File: config.mk
export PLATFORM = sky130hd
export DESIGN_NAME = mux4_tdm_sequencer
export DESIGN_NICKNAME = d
export VERILOG_FILES = /design/src/rtl/mux4_tdm_sequencer.sv
export SDC_FILE = /design/constraint.sdc
export NUM_CORES = 1
export LEC_CHECK = 0
export ABC_AREA = 1
export ABC_CLOCK_PERIOD_IN_PS = 2000
export BUFFER_PORTS_ARGS = -buffer_cell sky130_fd_sc_hd__buf_4
export CAP_MARGIN = 20
export CORE_AREA = 2 2 62 64
export CTS_CLUSTER_DIAMETER = 60
export DETAILED_ROUTE_END_ITERATION = 10
export DIE_AREA = 0 0 64 66
export PLACE_DENSITY_LB_ADDON = 0.1
export SYNTH_ARGS = -nofsm -noshare
export SYNTH_HDL_FRONTEND = slang
export SYNTH_SLANG_ARGS = --single-unit
File: constraint.sdc
create_clock -name CLK -period 2 [get_ports CLK]
set_input_delay 0.1 -clock CLK [delete_from_list [all_inputs] [get_ports CLK]]
set_output_delay 0.1 -clock CLK [all_outputs]
set_load 0.01 [all_outputs]
File: src/rtl/mux4_tdm_sequencer.sv
// Round-robin select sequencer for a 4:1 mux cell.
// Dwells on each enabled input, then captures Z into Q.
module mux4_tdm_sequencer #(
    parameter int DWELL_W = 4
) (
    input  logic               CLK,
    input  logic               RN,
    input  logic               EN,
    input  logic               ONESHOT,
    input  logic [3:0]         CH_EN,
    input  logic [DWELL_W-1:0] DWELL,
    input  logic               Z_IN,
    output logic               S0,
    output logic               S1,
    output logic [3:0]         Q,
    output logic               VLD,
    output logic [1:0]         CH_O,
    output logic               DONE,
    output logic               BUSY
);

    typedef enum logic [1:0] {
        IDLE   = 2'd0,
        SETTLE = 2'd1,
        SAMPLE = 2'd2
    } state_t;

    localparam logic [DWELL_W-1:0] ONE = {{(DWELL_W-1){1'b0}}, 1'b1};

    state_t             state_q, state_d;
    logic [1:0]         sel_q, sel_d;
    logic [1:0]         start_q, start_d;
    logic [DWELL_W-1:0] cnt_q, cnt_d;
    logic [3:0]         q_q, q_d;
    logic [1:0]         cho_q, cho_d;
    logic               vld_q, vld_d;
    logic               done_q, done_d;
    logic [1:0]         nxt_sel;
    logic [1:0]         low_sel;

    // First enabled channel after c, wrapping; c itself only if alone.
    function automatic logic [1:0] nxt(input logic [1:0] c,
                                       input logic [3:0] m);
        logic [1:0] r;
        logic [1:0] idx;
        r = c;
        for (int k = 4; k >= 1; k--) begin
            idx = c + 2'(k);
            if (m[idx]) r = idx;
        end
        return r;
    endfunction

    // Lowest-numbered enabled channel.
    function automatic logic [1:0] low(input logic [3:0] m);
        logic [1:0] r;
        r = 2'd0;
        for (int k = 3; k >= 0; k--) begin
            if (m[k]) r = 2'(k);
        end
        return r;
    endfunction

    assign nxt_sel = nxt(sel_q, CH_EN);
    assign low_sel = low(CH_EN);

    // Next-state and capture decisions.
    always_comb begin
        state_d = state_q;
        sel_d   = sel_q;
        start_d = start_q;
        cnt_d   = cnt_q;
        q_d     = q_q;
        cho_d   = cho_q;
        vld_d   = 1'b0;
        done_d  = 1'b0;
        unique case (state_q)
            IDLE: begin
                if (EN && (|CH_EN)) begin
                    sel_d   = low_sel;
                    start_d = low_sel;
                    cnt_d   = DWELL;
                    state_d = SETTLE;
                end
            end
            SETTLE, SAMPLE: begin
                if (!EN) begin
                    state_d = IDLE;
                end else if (!CH_EN[sel_q]) begin
                    // Selected input dropped: skip it, no capture.
                    if (|CH_EN) begin
                        sel_d   = nxt_sel;
                        cnt_d   = DWELL;
                        state_d = SETTLE;
                    end else begin
                        state_d = IDLE;
                    end
                end else if (state_q == SETTLE) begin
                    if (cnt_q == '0) state_d = SAMPLE;
                    else             cnt_d   = cnt_q - ONE;
                end else begin
                    q_d[sel_q] = Z_IN;
                    vld_d      = 1'b1;
                    cho_d      = sel_q;
                    if (ONESHOT && (nxt_sel == start_q)) begin
                        done_d  = 1'b1;
                        state_d = IDLE;
                    end else begin
                        sel_d   = nxt_sel;
                        cnt_d   = DWELL;
                        state_d = SETTLE;
                    end
                end
            end
            default: state_d = IDLE;
        endcase
    end

    // State and output registers, cleared asynchronously.
    always_ff @(posedge CLK or negedge RN) begin
        if (!RN) begin
            state_q <= IDLE;
            sel_q   <= 2'd0;
            start_q <= 2'd0;
            cnt_q   <= '0;
            q_q     <= 4'd0;
            cho_q   <= 2'd0;
            vld_q   <= 1'b0;
            done_q  <= 1'b0;
        end else begin
            state_q <= state_d;
            sel_q   <= sel_d;
            start_q <= start_d;
            cnt_q   <= cnt_d;
            q_q     <= q_d;
            cho_q   <= cho_d;
            vld_q   <= vld_d;
            done_q  <= done_d;
        end
    end

    assign S0   = sel_q[0];
    assign S1   = sel_q[1];
    assign Q    = q_q;
    assign VLD  = vld_q;
    assign CH_O = cho_q;
    assign DONE = done_q;
    assign BUSY = (state_q != IDLE);

endmodule

==> results of run 1 <==
==> per-layer routing <==
| metal | track usage (%) | part of all wire (%) |
|---|---|---|
| met5 | 0 | 0 |
| met4 | 4.89 | 1.2 |
| met3 | 2.04 | 2.9 |
| met2 | 25.1 | 45 |
| met1 | 21.6 | 51 |
==> cell type report <==
class | instances | area share (%)
sequential | 18 | 26.0
tap | 48 | 3.46
inverter | 27 | 7.06
timing repair buffer | 33 | 14.4
clock buffer | 4 | 2.09
multi-input combinational | 126 | 47.0
==> Yosys cell counts (2+ instances only) <==
library cell	instances	share of area [%]
o21ai_0	8	2.9
nor2_1	8	2.2
nand2_4	3	2.5
inv_2	2	0.55
inv_1	23	6.3
a31oi_1	5	2.3
xnor2_1	2	1.3
nand2_1	38	10
o21ai_1	2	0.73
nand2_2	10	4.6
dfrtp_1	18	33
o21ai_2	2	1.3
nand3_1	16	5.9
a21oi_1	7	2.6
nor2_4	2	1.6
nand3_2	3	2.2
nor3_1	4	1.5
ha_1	8	7.3
==> timing repair <==
| action | CTS | global route |
|---|---|---|
| hold endpoints to repair | 18 | 0 |
| setup endpoints to repair | 0 | 10 |
| resized for setup | 0 | 10 |
| hold buffers | 1 | 0 |
| buffers inserted | 0 | 5 |
==> cell families after synthesis <==
logic type / synth area share [%]
compound gates: 13.6
simple gates: 34.6
flops: 33.0
xor+xnor: 1.28
fa+ha+maj: 7.33
buf+inv: 10.2
==> where the power goes <==
group	switching, µW	internal, µW
clock	124	111
combinational	1120	802
sequential	123	521
total	1370	1430
==> worst max-delay path by stage <==
stage                from         end  slack [ns]  cells after the start
4_1_cts          sel_q[1]    cnt_q[1]        0.03                     13
3_3_place_gp     sel_q[1]  state_q[0]        0.12                     14
2_1_floorplan    sel_q[1]  state_q[0]        0.02                     14
3_5_place_dp     sel_q[1]  state_q[0]        0.06                     14
5_1_grt        state_q[0]        Q[0]       -0.03                      7
6_report         sel_q[1]    cnt_q[1]        0.12                     12
==> sequential cells by signal, indices dropped and copies added, names as in the netlist <==
| name | count |
|---|---|
| CH_O | 2 |
| DONE | 1 |
| Q | 4 |
| VLD | 1 |
| cnt_q | 4 |
| sel_q | 2 |
| start_q | 2 |
| state_q | 2 |
==> critical path, cell delays in order (launching register included) <==
cell and delay [ns]:
dfrtp_1 0.40, bufinv_8 0.22, ha_4 0.21, inv_2 0.07, nand3_2 0.08, nand2_1 0.08
nand3_2 0.07, nand2_2 0.08, a21oi_1 0.09, nor2_4 0.14, nand4_4 0.15, nand3_1 0.11
nand2_1 0.06
==> through the flow <==
stage,hold WS (ns),setup TNS (ns),worst slack [ns],utilization [%],total power (µW)
final,0.137,0,0.118,48.9,2800
after global routing,0.144,-0.149,-0.0277,48.9,3070
after CTS,0.136,0,0.0311,46.7,2640
after detailed placement,-0.0114,0,0.0564,45.4,2400
after global placement,-0.0108,0,0.124,45.4,2370
after floorplan,-0.196,0,0.0194,-,1940
==> out/qor_table.md, run 1 <==
| Result | Value |
| --- | --- |
| Summed area of non-filler cells in the final layout | 1740 µm² |
| Number of sinks on the clock net | 18 |
| Die outline area | 4220 µm² |
| Post-Place Cell Area | 1610 µm² |
| Antenna Nets Post-Route | 0 |
| HPWL after detailed placement | 2.28 mm |
| Overflow left after global routing | 0 |
| Clock-pin slew on the worst setup and hold paths | 0.11 ns |
| Hold path depth | 3 |
| Endpoint type of the worst setup path | flop |
| Count of placed standard cells in the final layout, fillers left out | 256 |
| Power per cell area | 1610 nW/µm² |
| Gate count of the mapped netlist | 173 |
| Run status | finished clean |
| Layout cell share with drive strength beyond 1 | 35.1% |
| Number of global-route vias before repair | 1,148 |
| Register-to-register setup slack | 0.12 ns |
| Core Rows | 22 |
| Worst r2r src | sel_q[1] |
| Most used cells in the layout excluding fill and tap cells | 35 x nand2_1, 32 x buf_4, 22 x inv_1 |
| Number of top-level pins | 24 |
| Root Buffer | clkbuf_4 |
| Sequential-to-total area share from yosys stat | 33.0% |
| Worst EP arrival | 2.08 ns |
| Primary flip-flop cell chosen by synthesis mapping | dfrtp_1 |
| Maximum clock insertion buffer count | 2 |
| Deepest level of the CTS H-tree | 1 |
| Leading cell type in the layout, fill and taps excluded | nand2_1 |
| Required time of the critical path | 2.20 ns |
| Final-report hold violation count | 0 |
| Worst r2r dst | cnt_q[1] |
| Area growth from synthesis to layout | 27.2% |
| Final setup violation count | 0 |
| Flop and latch count out of synthesis | 18 |
| Final setup skew | 0.00520 ns |
| Number of remaining DRC errors | 0 |
| Number of warnings reported in the yosys synthesis log | 0 |
| Static leakage power | 0.000885 µW |
| Number of violations reported at the end of detailed-routing iteration 0 | 22 |
| Later-pin clock latency in the skew report | 0.30 ns |
| Global Route Usage Sum | 15.6% |
| Global-route wire length before repair | 5.20 mm |
| Critical path start-end classification | reg -> reg |
| Area inside the core boundary | 3550 µm² |
| Maximum frequency from static timing analysis | 531 MHz |
| Worst Reg2Reg Path Length in Cells | 12 |
| Final estimated routing congestion in global placement | 0.953 |
| Sequential cell area | 452 µm² |
| Total of buffers placed on input and output ports | 23 |
| Post-placement cell count | 246 |
| Max-capacitance violation count | 0 |
| Clock tree from TritonCTS | built |
| Net count of the mapped netlist | 194 |
| Die extent in x | 64 µm |
| Maximum fanout encountered on the critical timing path | 7 |
| Count of flip-flops with a built-in enable after synthesis | 0 |
| Netlist Area Pre-Place | 1370 µm² |
| Number of distinct library cells after synthesis | 30 |
| Detailed-route vias per instance | 4.72 |
| Worst slew margin relative to its limit | 73.9% |
| Drt first pass iters | 4 |
| Multi-input logic area | 817 µm² |
| Startpoint class of the critical path | flop |
| Mean area per synthesized cell | 7.90 µm² |
| Net count, final | 230 |
| Initial Util | 38.5% |
| Overall via count from detail_route | 1,209 |
| Hold path startpoint | Z_IN |
| Pin count of the biggest net entering global routing | 19 |
| Routed wirelength normalized by instance count | 11.7 µm |
| Die H | 66 µm |
| Terminating pin of the worst hold path | Q[3] |
| Antenna violations before repair | 0 |
| Number of inserted filler cells in the final layout | 352 |
| Number of antenna repair diodes | 0 |
| Min Tclk post-route | 1.88 ns |
| Proportion of register bits with asynchronous set or reset after synthesis | 100% |
| Hold Crit Class | in -> reg |
| Portion of the clock cycle consumed by the worst path in the final layout | 94.1% |
| Transition at the pin with the smallest max-transition slack | 0.390 ns |
| Final routed wirelength across all metal layers | 3.01 mm |
| Worst vdd ir | 0.765 mV |
| Total clock buffers created by CTS | 3 |
| Max-slew violation total from the final report | 0 |
No activity file was read; power rests on OpenSTA's default activity.
==> run 2, diff against run 1 <==
- CTS_CLUSTER_SIZE: not set -> 25
- REMOVE_ABC_BUFFERS: not set -> 1
- SLEW_MARGIN: not set -> 20
==> out/qor_table.md, run 2 (same netlist as run 1, synthesis figures left out) <==
| Result | Value |
| --- | --- |
| Final setup skew | 0.00811 ns |
| Clock-pin slew on the worst setup and hold paths | 0.12 ns |
| Final-report hold violation count | 0 |
| Layout cell share with drive strength beyond 1 | 33.2% |
| Portion of the clock cycle consumed by the worst path in the final layout | 93.4% |
| Hold Crit Class | in -> reg |
| Worst slew margin relative to its limit | 74.9% |
| Final setup violation count | 0 |
| Sequential share of power | 23.6% |
| Pin count of the biggest net entering global routing | 19 |
| Hold path startpoint | Z_IN |
| Total of buffers placed on input and output ports | 23 |
| Setup repair after global routing missed its margin | true |
| Final TNS setup | 0 ns |
| Transition at the pin with the smallest max-transition slack | 0.375 ns |
| Final routed wirelength across all metal layers | 2.92 mm |
| Maximum clock insertion buffer count | 2 |
| Routed wirelength normalized by instance count | 11.5 µm |
| Post-Place Cell Area | 1610 µm² |
| Sw Pwr | 1340 µW |
| Overflow left after global routing | 0 |
| Antenna violations before repair | 0 |
| Clock tree from TritonCTS | built |
| Worst Reg2Reg Path Length in Cells | 14 |
| Number of violations reported at the end of detailed-routing iteration 0 | 27 |
| Worst EP arrival | 2.07 ns |
| Sequential cell area | 452 µm² |
| Number of antenna repair diodes | 0 |
| Later-pin clock latency in the skew report | 0.30 ns |
| Clock share of power | 8.7% |
| Internal Pwr Total | 1390 µW |
| Overall via count from detail_route | 1,206 |
| Startpoint class of the critical path | flop |
| Global Route Usage Sum | 15.3% |
| Logic pwr share | 67.8% |
| Area inside the core boundary | 3550 µm² |
| Root Buffer | clkbuf_4 |
| Worst vdd ir | 0.621 mV |
| Worst r2r src | sel_q[1] |
| Core Rows | 22 |
| Final estimated routing congestion in global placement | 0.963 |
| HPWL after detailed placement | 2.26 mm |
| Drt first pass iters | 5 |
| Number of remaining DRC errors | 0 |
| Worst r2r dst | sel_q[1] |
| Deepest level of the CTS H-tree | 1 |
| Number of top-level pins | 24 |
| Max-capacitance violation count | 0 |
| Die extent in x | 64 µm |
| Hold path depth | 3 |
| Multi-input logic area | 812 µm² |
| Most used cells in the layout excluding fill and tap cells | 37 x nand2_1, 29 x buf_4, 22 x inv_1 |
| Detailed-route vias per instance | 4.77 |
| Endpoint type of the worst setup path | flop |
| Static leakage power | 0.000869 µW |
| Number of global-route vias before repair | 1,101 |
| Critical path start-end classification | reg -> reg |
| Area growth from synthesis to layout | 25.2% |
| Net count, final | 227 |
| Leading cell type in the layout, fill and taps excluded | nand2_1 |
| Switching power share of the total | 49.0% |
| Register-to-register setup slack | 0.13 ns |
| Number of inserted filler cells in the final layout | 345 |
| Run status | finished clean |
| Required time of the critical path | 2.20 ns |
| Maximum fanout encountered on the critical timing path | 7 |
| Max-slew violation total from the final report | 0 |
| Min Tclk post-route | 1.87 ns |
| Initial Util | 38.5% |
| Global-route wire length before repair | 4.93 mm |
| Worst slack after detailed placement | 0.0721 ns |
| Power per cell area | 1600 nW/µm² |
| Summed area of non-filler cells in the final layout | 1710 µm² |
| Number of sinks on the clock net | 18 |
| Terminating pin of the worst hold path | Q[1] |
| Antenna Nets Post-Route | 0 |
| Die H | 66 µm |
| Least setup slack across all paths after layout | 0.131 ns |
| Die outline area | 4220 µm² |
| Total clock buffers created by CTS | 3 |
| Maximum frequency from static timing analysis | 535 MHz |
-- run 2: cell types whose count changed in the layout (fill, tap and decap cells not counted) --
cell / previous run / this run
nand2_2: 11 / 9
nand2_1: 35 / 37
buf_4: 32 / 29
-- run 2: worst max path at each step --
stage | to | start | slack, ns | cells past startpoint
after global placement | sel_q[1] | sel_q[1] | 0.11 | 13
after CTS | sel_q[1] | sel_q[1] | 0.02 | 13
after global routing | cnt_q[2] | sel_q[1] | -0.04 | 12
after floorplan | sel_q[0] | sel_q[0] | -0.04 | 13
after detailed placement | sel_q[1] | sel_q[1] | 0.07 | 13
final | sel_q[1] | sel_q[1] | 0.13 | 14
-- run 2: cell type report --
class / count / area share, %
repair buffers: 30 / 13.3
flip-flops and latches: 18 / 26.4
well taps: 48 / 3.51
inverters: 27 / 7.17
multi-input cells: 126 / 47.5
clock buffers: 4 / 2.12
-- run 2: metrics by stage --
step	hold WS, ns	util, %	total power [µW]	std cells
after global placement	-0.0107	45.4	2370	246
after global routing	0.120	48.2	3000	253
after CTS	0.117	46.7	2640	251
after detailed placement	-0.0151	45.4	2400	246
after floorplan	-0.196	-	1920	171
final	0.116	48.2	2730	253
-- run 2: worst max-delay path, cell delays in order, from the launching register on --
cell and delay, ns:
dfrtp_1 0.39, bufinv_8 0.21, ha_4 0.21, inv_2 0.07, nand3_2 0.08, nand2_1 0.09
nand2_2 0.08, nand2_2 0.08, nand2_1 0.05, nand3_1 0.11, nand2_4 0.08, nand3_1 0.10
nand2_2 0.08, nand2_1 0.06, o21ai_1 0.07
-- run 2: power by group through the flow --
stage	Clock [µW]	Combinational (µW)	Sequential [µW]
CTS	240	1760	642
detailed placement	0	1750	648
global route	263	2070	668
floorplan	0	1220	695
global placement	0	1720	648
finish	237	1850	643
-- run 2: per-layer routing --
layer | global-route usage (%) | share of wire (%) | routed length (µm)
met2 | 23.7 | 44 | 1280
met5 | 0 | 0 | 0
met4 | 7.07 | 2.0 | 57
met3 | 2.04 | 5.2 | 151
met1 | 21.1 | 49 | 1440
-- run 2: repair_timing --
item / 4_1_cts / 5_1_grt
gates resized for setup: 0 / 8
setup buffers: 0 / 2
hold buffers: 1 / 0
endpoints found under the hold margin: 18 / 0
setup endpoints to repair: 0 / 10
==> run 3, diff against run 2 <==
- CELL_PAD_IN_SITES_DETAIL_PLACEMENT: not set -> 0
- CELL_PAD_IN_SITES_GLOBAL_PLACEMENT: not set -> 1
- CORE_AREA: 2 2 62 64 -> 2 2 65 67
- DIE_AREA: 0 0 64 66 -> 0 0 67 69
==> out/qor_table.md, run 3 (same netlist as run 1, synthesis figures left out) <==
| Result | Value |
| --- | --- |
| Net count, final | 227 |
| Number of sinks on the clock net | 18 |
| Final estimated routing congestion in global placement | 0.790 |
| Post-placement cell count | 249 |
| Clock tree from TritonCTS | built |
| Die H | 69 µm |
| Routed wirelength normalized by instance count | 11.6 µm |
| Most used cells in the layout excluding fill and tap cells | 37 x nand2_1, 29 x buf_4, 23 x inv_1 |
| Startpoint class of the critical path | flop |
| Later-pin clock latency in the skew report | 0.26 ns |
| Hold Crit Class | in -> reg |
| Final setup skew | 0.00445 ns |
| Number of inserted filler cells in the final layout | 435 |
| Die outline area | 4620 µm² |
| Portion of the clock cycle consumed by the worst path in the final layout | 91.9% |
| Number of remaining DRC errors | 0 |
| Summed area of non-filler cells in the final layout | 1710 µm² |
| Antenna Nets Post-Route | 0 |
| HPWL after detailed placement | 2.37 mm |
| Area inside the core boundary | 3910 µm² |
| Antenna violations before repair | 0 |
| Setup repair after global routing missed its margin | false |
| Total of buffers placed on input and output ports | 23 |
| Max-slew violation total from the final report | 0 |
| Run status | finished clean |
| Overall via count from detail_route | 1,213 |
| Worst slew margin relative to its limit | 71.8% |
| Number of violations reported at the end of detailed-routing iteration 0 | 47 |
| Core Rows | 23 |
| Endpoint type of the worst setup path | flop |
| Maximum clock insertion buffer count | 2 |
| Maximum fanout encountered on the critical timing path | 3 |
| Required time of the critical path | 2.15 ns |
| Multi-input logic area | 792 µm² |
| Final routed wirelength across all metal layers | 2.95 mm |
| Deepest level of the CTS H-tree | 1 |
| Static leakage power | 0.000868 µW |
| Final-report hold violation count | 0 |
| Transition at the pin with the smallest max-transition slack | 0.422 ns |
| Area growth from synthesis to layout | 25.3% |
| Critical path start-end classification | reg -> reg |
| Overflow left after global routing | 0 |
| Die extent in x | 67 µm |
| Count of placed standard cells in the final layout, fillers left out | 255 |
| Global-route wire length before repair | 4.86 mm |
| Detailed-route vias per instance | 4.76 |
| Min Tclk post-route | 1.84 ns |
| Final setup violation count | 0 |
| Global Route Usage Sum | 13.5% |
| Worst slack after detailed placement | 0.0670 ns |
| Initial Util | 34.9% |
| Number of antenna repair diodes | 0 |
| Root Buffer | clkbuf_8 |
| Clock-pin slew on the worst setup and hold paths | 0.08 ns |
| Worst vdd ir | 0.702 mV |
| Number of top-level pins | 24 |
| Maximum frequency from static timing analysis | 544 MHz |
| Leading cell type in the layout, fill and taps excluded | nand2_1 |
| Sequential cell area | 452 µm² |
| Drt first pass iters | 5 |
| Max-capacitance violation count | 0 |
| Least setup slack across all paths after layout | 0.161 ns |
| Power per cell area | 1600 nW/µm² |
| Post-Place Cell Area | 1620 µm² |
| Layout cell share with drive strength beyond 1 | 31.7% |
| Worst EP arrival | 1.99 ns |
| Pin count of the biggest net entering global routing | 19 |
| Number of global-route vias before repair | 1,061 |
| Total clock buffers created by CTS | 3 |
## run 3: metrics by stage
stage	total power, µW	hold WS (ns)	util [%]	TNS (ns)
detailed placement	2410	-0.0122	41.5	0
floorplan	1920	-0.196	-	-0.210
CTS	2730	0.173	43.1	0
global placement	2390	-0.0146	41.5	0
finish	2750	0.168	43.7	0
global route	3020	0.177	43.7	0
## run 3: area by class of cell
type / count / area share [%]
Timing Repair Buffer: 30 / 13.3
Inverter: 27 / 7.16
Sequential cell: 18 / 26.4
Clock buffer: 4 / 3.22
Tap cell: 50 / 3.65
Multi-Input combinational cell: 126 / 46.3
## run 3: worst paths after layout
kind | end | start | cells past startpoint | slack (ns)
min reg2reg | start_q[1] | start_q[1] | 2 | 0.50
max | state_q[0] | sel_q[1] | 15 | 0.16
min | start_q[1] | CH_EN[1] | 4 | 0.17
min in group asynchronous | Q[1] | RN | 2 | 0.24
max reg2reg | state_q[0] | sel_q[1] | 15 | 0.16
max in group asynchronous | sel_q[0] | RN | 2 | 1.54
## run 3: power breakdown
group	switching, µW	internal, µW	leakage [µW]
Combinational	1050	745	0.000611
Clock	137	175	0.0000288
Sequential	118	522	0.000228
## run 3: routing by layer
metal  vias to the layer above  routed length [µm]  global-route usage [%]
met4                         0                  24                    3.40
met2                        26                1360                    20.5
met5                         -                   0                       0
li1                        625                   -                       -
met3                         4                 108                    2.45
met1                       558                1460                    19.5
## run 3: critical path: stages (launching register included)
cell	delay, ns
dfrtp_1	0.35
bufinv_8	0.18
ha_4	0.26
inv_1	0.06
nand3_1	0.09
nand2_1	0.05
nand3_1	0.06
nand2_1	0.08
nand3_1	0.09
nand2_2	0.06
nor2_4	0.15
nand2_1	0.08
nand3_1	0.07
nand2_1	0.05
nand2_1	0.05
nand2_1	0.05
## run 3: timing repair
action                                  4_1_cts  5_1_grt
setup buffers                                 0        1
hold buffers                                  1        0
endpoints found under the setup margin        0        9
resized for setup                             0        3
endpoints found under the hold margin        18        0
